$ cat src/rtl/regwb_arb.sv
// Round-robin write-back arbiter: three requesters share one registered write port to the register memory.
// Optional stall statistics (conflict_cnt) are built only when REGWB_ARB_STATS_EN is defined.
module regwb_arb #(
    parameter int CNT_W = 16
) (
    input  logic             clk,
    input  logic             rst_n,
    input  logic             flush,
    input  logic [2:0]       req,
    input  logic [4:0]       wrreg0,
    input  logic [4:0]       wrreg1,
    input  logic [4:0]       wrreg2,
    input  logic [31:0]      wrdata0,
    input  logic [31:0]      wrdata1,
    input  logic [31:0]      wrdata2,
    output logic [2:0]       gnt,
    output logic             regwrite,
    output logic [4:0]       wrreg,
    output logic [31:0]      wrdata,
    output logic [CNT_W-1:0] conflict_cnt
);

    // Handshake: requester i transfers on a rising edge where req[i] and gnt[i] are both high;
    // a requester keeps req, wrreg and wrdata stable until that edge.

    logic [1:0]  last;
    logic [1:0]  last_nxt;
    logic [1:0]  last_eff;
    logic [1:0]  start;
    logic [2:0]  rot;
    logic [2:0]  pick;
    logic        xfer;
    logic [4:0]  sel_reg;
    logic [31:0] sel_data;

    // Pointer state register: index of the most recently granted requester.
    always_ff @(posedge clk or negedge rst_n) begin
        if (!rst_n) begin
            last <= 2'd2;
        end else begin
            last <= last_nxt;
        end
    end

    // Next-state: load the granted index, otherwise hold.
    always_comb begin
        last_nxt = last;
        if (gnt[0]) begin
            last_nxt = 2'd0;
        end else if (gnt[1]) begin
            last_nxt = 2'd1;
        end else if (gnt[2]) begin
            last_nxt = 2'd2;
        end
    end

    // Output: rotate req so the search start sits at bit 0, priority-pick, rotate back.
    always_comb begin
        last_eff = (last == 2'd3) ? 2'd2 : last;
        start    = (last_eff == 2'd2) ? 2'd0 : last_eff + 2'd1;
        case (start)
            2'd0:    rot = req;
            2'd1:    rot = {req[0], req[2:1]};
            default: rot = {req[1:0], req[2]};
        endcase
        if (rot[0]) begin
            pick = 3'b001;
        end else if (rot[1]) begin
            pick = 3'b010;
        end else if (rot[2]) begin
            pick = 3'b100;
        end else begin
            pick = 3'b000;
        end
        case (start)
            2'd0:    gnt = pick;
            2'd1:    gnt = {pick[1], pick[0], pick[2]};
            default: gnt = {pick[0], pick[2], pick[1]};
        endcase
        if (!rst_n || flush) begin
            gnt = 3'b000;
        end
    end

    always_comb begin
        sel_reg  = wrreg0;
        sel_data = wrdata0;
        if (gnt[1]) begin
            sel_reg  = wrreg1;
            sel_data = wrdata1;
        end else if (gnt[2]) begin
            sel_reg  = wrreg2;
            sel_data = wrdata2;
        end
    end

    assign xfer = |gnt;

    // Writes to $zero still consume the requester but never raise regwrite.
    always_ff @(posedge clk or negedge rst_n) begin
        if (!rst_n) begin
            regwrite <= 1'b0;
            wrreg    <= 5'd0;
            wrdata   <= 32'd0;
        end else begin
            regwrite <= xfer && (sel_reg != 5'd0);
            if (xfer) begin
                wrreg  <= sel_reg;
                wrdata <= sel_data;
            end
        end
    end

`ifdef REGWB_ARB_STATS_EN
    logic multi_req;
    assign multi_req = (req[0] & req[1]) | (req[0] & req[2]) | (req[1] & req[2]);

    // Counts contention independent of flush; sticks at all-ones.
    always_ff @(posedge clk or negedge rst_n) begin
        if (!rst_n) begin
            conflict_cnt <= '0;
        end else if (multi_req && (conflict_cnt != '1)) begin
            conflict_cnt <= conflict_cnt + CNT_W'(1);
        end
    end
`else
    assign conflict_cnt = '0;
`endif

endmodule

$ cat config.mk
export PLATFORM = sky130hd
export DESIGN_NAME = regwb_arb
export DESIGN_NICKNAME = d
export VERILOG_FILES = /design/src/rtl/regwb_arb.sv
export SDC_FILE = /design/constraint.sdc
export NUM_CORES = 1
export LEC_CHECK = 0
export ABC_AREA = 1
export BUFFER_PORTS_ARGS = -buffer_cell sky130_fd_sc_hd__clkbuf_2
export CAP_MARGIN = 20
export CORE_ASPECT_RATIO = 0.5
export CORE_MARGIN = 2
export CORE_UTILIZATION = 42
export CTS_CLUSTER_SIZE = 28
export DETAILED_ROUTE_END_ITERATION = 8
export GPL_ROUTABILITY_DRIVEN = 1
export GPL_TIMING_DRIVEN = 1
export PLACE_DENSITY = 0.8
export SLEW_MARGIN = 15
export SYNTH_ARGS = -nofsm -noshare
export SYNTH_HDL_FRONTEND = slang
export SYNTH_SLANG_ARGS = --single-unit
$ cat constraint.sdc
create_clock -name clk -period 2.2 [get_ports clk]
set_clock_uncertainty 0.1 [all_clocks]
set_input_delay 0 -clock clk [delete_from_list [all_inputs] [get_ports clk]]
set_output_delay 0 -clock clk [all_outputs]
set_load 0.03 [all_outputs]
# After elaboration in Yosys (flattened, before gate mapping)
# Index checks and enable logic that the tools add are counted.
[word_totals]
regBits = 40
out_inout_bits = 57
[op_classes]
add_sub_neg = 1
eq_ne = 3
n_mux = 15
n_reduce_logical = 7
[op_table]
columns = ["operator", "count"]
rows = [
  ["$mux 32", 2],
  ["$mux 3", 4],
  ["$pmux 3 s2", 2],
  ["$mux 2", 5],
  ["$mux 5", 2],
  ["$reduce_bool 5->1", 1],
  ["$eq 2x2->1 const B", 2],
  ["$reduce_bool 3->1", 1],
  ["$reduce_or 3->1", 1],
  ["$add 2x1->2 const B", 1],
  ["$eq 2x1->1 const B", 1],
  ["$logic_not 2->1", 1],
  ["$logic_and 1x1->1", 1],
  ["$logic_not 1->1", 1],
  ["$logic_or 1x1->1", 1],
]

# Longest topological paths before layout
[logic_depth]
word_depth = 15
depth_mapped = 15

# Worst setup path before layout
# OpenSTA, ideal clock, no wires.
[synth_timing]
kind = "register to register"
start = "register last[1]"
end = "register regwrite"
arrival_ns = 1.770
t_required_ns = 1.979
slack_ns = 0.209
path_stages_with_launch = 16
path_buffers = 2
path_cell_list = "dfstp_2 buf_6 inv_1 nand3_1 nand3_2 inv_1 nand3_2 nand2_1 nand2_4 buf_6 nand2_1 nand3_1 o21ai_1 nand2_1 nor2_1 nor2_1"
[synth_between]
elab_chain_cells = 15
word_cells_on_any_way = 18
cone_classes = "add/sub: 1; eq/ne: 3; mux: 10; reduce/logical: 4"
[synth_lines]
columns = ["element", "line_no", "text"]
rows = [
  ["start: declaration", "26", "logic [1:0] last;"],
  ["start signal: assignment", "41", "last <= last_nxt;"],
  ["$eq 2x2->1", "59", "last_eff = (last == 2'd3) ? 2'd2 : last;"],
  ["$mux 2 *", "59", ""],
  ["$add 2x1->2 / $eq 2x2->1 (equally long branches)", "60", "start = (last_eff == 2'd2) ? 2'd0 : last_eff + 2'd1;"],
  ["$mux 2 *", "60", ""],
  ["$eq 2x1->1 / $logic_not 2->1 (equally long branches)", "61, 75", ""],
  ["$pmux 3 s2", "61", "case (start)"],
  ["$mux 3", "70", "end else if (rot[2]) begin"],
  ["$mux 3", "68", "end else if (rot[1]) begin"],
  ["$mux 3", "66", "if (rot[0]) begin"],
  ["$pmux 3 s2 *", "75", "case (start)"],
  ["$mux 3 *", "80", "if (!rst_n || flush) begin"],
  ["$mux 5", "91", "end else if (gnt[2]) begin"],
  ["$mux 5", "88", "if (gnt[1]) begin"],
  ["$reduce_bool 5->1", "106", "regwrite <= xfer && (sel_reg != 5'd0);"],
  ["$logic_and 1x1->1 *", "106", ""],
  ["end signal: assignment", "106", ""],
  ["end: declaration", "17", "output logic regwrite,"],
]
# Every way passes the cells marked *; elsewhere a longest branch is shown, timed or not.
# A chain may end at the register's enable or synchronous reset.

# Worst setup path after layout
[layout_timing]
start = "register last[1]"
end = "register wrdata[6]"
[layout_between]
elab_chain_cells = 13
word_cells_on_any_way = 16
cone_classes = "add/sub: 1; eq/ne: 3; mux: 10; reduce/logical: 2"
[layout_lines]
columns = ["element", "line_no", "text"]
rows = [
  ["$eq 2x2->1", "59", ""],
  ["$mux 2 *", "59", ""],
  ["$add 2x1->2 / $eq 2x2->1 (equally long branches)", "60", ""],
  ["$mux 2 *", "60", ""],
  ["$eq 2x1->1 / $logic_not 2->1 (equally long branches)", "61, 75", ""],
  ["$pmux 3 s2", "61", ""],
  ["$mux 3", "70", ""],
  ["$mux 3", "68", ""],
  ["$mux 3", "66", ""],
  ["$pmux 3 s2 *", "75", ""],
  ["$mux 3 *", "80", ""],
  ["$mux 32", "91", ""],
  ["$mux 32", "88", ""],
  ["end signal: assignment", "109", "wrdata <= sel_data;"],
  ["end: declaration", "19", "output logic [31:0] wrdata,"],
]
# Marks and branches as above.

==> out/results.ini <==
[status]
status = finished clean

[sta]
holdWs_ns = 0.00360
slew_headroom_pct = 64.8
min_period_ns = 2.12
finalCritPeriodShare_pct = 96.6
setup_slack_ns = 0.0755
final_max_slew_viol_count = 0
rsz0062_at_grt = true
hold_viol = 0
setup_tns_ns = 0
fmax_mhz = 471
worst_slew_pin_slew_ns = 0.528
setup_viol = 0

[critical_path]
r2r_cells = 13
required_ns = 2.30
criticalPathCategory = register to register
start_kind = register
cp_top_family = simple AND/OR/NAND/NOR gates
max_stage_delay_ns = 0.59
crit_fanout = 20
crit_chain = inv_1 > nand3_1 > nand3_2 > inv_1 > nand3_2 > nand2_2 > nand2_4 > inv_2 > buf_12 > nand2_1 > nand2_1 > nor2_1 > o21ai_0
endpoint_kind = register
r2r_end = wrdata[6]$_DFFE_PN0P_
crit_start = last[1]$_DFFE_PN1P_
critPathSlowestCell = dfstp_2
r2r-start = last[1]$_DFFE_PN1P_
path_depth = 13
rrSetupSlack_ns = 0.08
worst-path-buf-inv = 4
crit_path_end = wrdata[6]$_DFFE_PN0P_
crit_arrival_ns = 2.22

[clocking]
clk_pin_slew_ns = 0.06
root_buffer = clkbuf_16
cts_buffers = 5
h-tree-depth = 2
worstSkewPairLatency_ns = 0.28
clockBufferDepth = 2
cts_tree = yes
cts.sinks = 40

[cells_and_area]
diodes = 0
area_growth_pct = 76.0
finalInstanceArea_um2 = 4600
finalNetCount = 755
final_layout_size_suffix_gt1_share_pct = 31.3
final_util_pct = 76.3

[route]
via_count = 3704
drtIter0Drc = 293
viasPerCell = 5.09
postRouteAntennaNets = 0
drt_wl_total_mm = 10.8
drt-pass1-iter-count = 7
wire_per_inst_um = 14.8
drc_errors = 0

[power]
leakagePower_nw = 2.51
power_density_nw_per_um2 = 1150
peakVddDrop_v = 0.000586

[synth]
avgSynthCellArea_um2 = 6.85
yosys-top-cells-count = nand2_1 (152), dfrtp_1 (39), o21ai_0 (37), nor2_1 (36), o21ai_1 (36)
ys_async_sr_fraction_pct = 100
ys_top_cells_by_area = dfrtp_1 (37%), nand2_1 (22%), o21ai_0 (7.1%)
yosysSeqAreaShare_pct = 38.3
ys_types = 23
synth_area_leader_cell = dfrtp_1
ys_ff_latch = 40
yosysMostFrequentCell = nand2_1
synth_edf_count = 0
synth_ff_type = dfrtp_1
synth_top_area_share_pct = 37.3
syn_area_um2 = 2620
yosysWarnings = 0
syn_inst = 382

[flow_run]
maxCapViolCount = 0

[place]
postPlaceCellArea_um2 = 3430
dpl.hpwl_mm = 5.72
pre_cts_ws_ns = 0.0512
portBuffers = 157
gp_congestion = 0.864

[global_routing]
grt_pass1_wl_mm = 15.7
grt_max_degree = 41
track_usage_pct = 29.4
grt_antenna_before_repair = 0
grt_remaining_overflow = 0
grt_pass1_vias = 3519

[floorplanning]
die_w_um = 116
rows = 20
ios = 174
die_h_um = 59.8
start_util_pct = 43.4
die-area_um2 = 6910
coreArea_um2 = 6030

[worst_hold_path]
hold_class = input port to register

[how the worst min path moves through the flow]
stage | startpoint | to | slack (ns) | cells after the start
final | wrreg0[4] | wrreg[4]$_DFFE_PN0P_ | 0.004 | 5
after detailed placement | rst_n | wrdata[28]$_DFFE_PN0P_ | 0.03 | 2
after global routing | wrdata0[9] | wrdata[9]$_DFFE_PN0P_ | 0.04 | 5
after CTS | wrreg0[4] | wrreg[4]$_DFFE_PN0P_ | 0.003 | 5
after global placement | rst_n | wrdata[28]$_DFFE_PN0P_ | 0.01 | 2
after floorplan | rst_n | last[0]$_DFFE_PN0P_ | -0.40 | 0
[layer usage]
layer	global-route usage [%]	vias to the layer above	share of wire, %
met5	0	-	0
met2	54.1	228	50
li1	-	1702	-
met1	31.4	1696	37
met4	19.2	0	6.7
met3	6.49	78	6.6
[power breakdown]
group / internal, mW / switching, mW / total [mW]
Sequential: 1.11 / 0.218 / 1.33
Clock: 0.453 / 0.280 / 0.733
Combinational: 1.10 / 2.13 / 3.23
Total: 2.67 / 2.63 / 5.29
[flip-flops by register name, summed over array words and instances (netlist names)]
name	count
wrdata	32
regwrite	1
wrreg	5
last	2
[placed cells by master, fill, tap and decap left out]
master and count:
a21o_1 1, a21oi_2 1, a21oi_4 1, buf_12 2, buf_4 13, buf_6 5
buf_8 1, clkbuf_1 2, clkbuf_16 5, clkbuf_2 155, clkbuf_8 1, conb_1 16
dfrtp_1 39, dfstp_2 1, dlygate4sd3_1 96, inv_1 9, inv_2 2, nand2_1 151
nand2_2 3, nand2_4 2, nand3_1 16, nand3_2 3, nand3_4 1, nor2_1 36
nor2_4 1, o21ai_0 37, o21ai_1 36, or2_2 3
[per-stage QoR]
step	std cells	total power, mW
floorplan	397	3.41
global placement	619	4.15
detailed placement	619	4.21
CTS	724	5.09
global route	727	5.63
finish	727	5.29
[layout make-up]
type / instances / area [um^2]
flip-flops and latches: 40 / 1000
repair buffers: 272 / 1950
multi-input cells: 308 / 1360
inverters: 11 / 41.3
clock buffers: 8 / 146
well taps: 88 / 110
fillers: 428 / 1430
[what timing repair did]
action / in CTS / in global routing
pin swaps: 1 / 2
hold buffers: 96 / 0
hold endpoints to repair: 74 / 0
buffers inserted: 1 / 3
gates resized for setup: 1 / 13
setup endpoints to repair: 2 / 35
[worst min-delay path, cell delays in order]
cell and delay, ns:
clkbuf_2 0.09, nand2_1 0.06, nand3_1 0.06, nand2_1 0.07, o21ai_1 0.07
[cells by family after synthesis]
family | Yosys count | share of synthesized area (%)
AND/OR/NAND/NOR | 216 | 34.1
AO/OA/AOI/OAI | 76 | 15.2
buffers and inverters | 49 | 12.2
flip-flops | 40 | 38.3
other | 1 | 0.143
No activity file was read; power rests on OpenSTA's default activity.
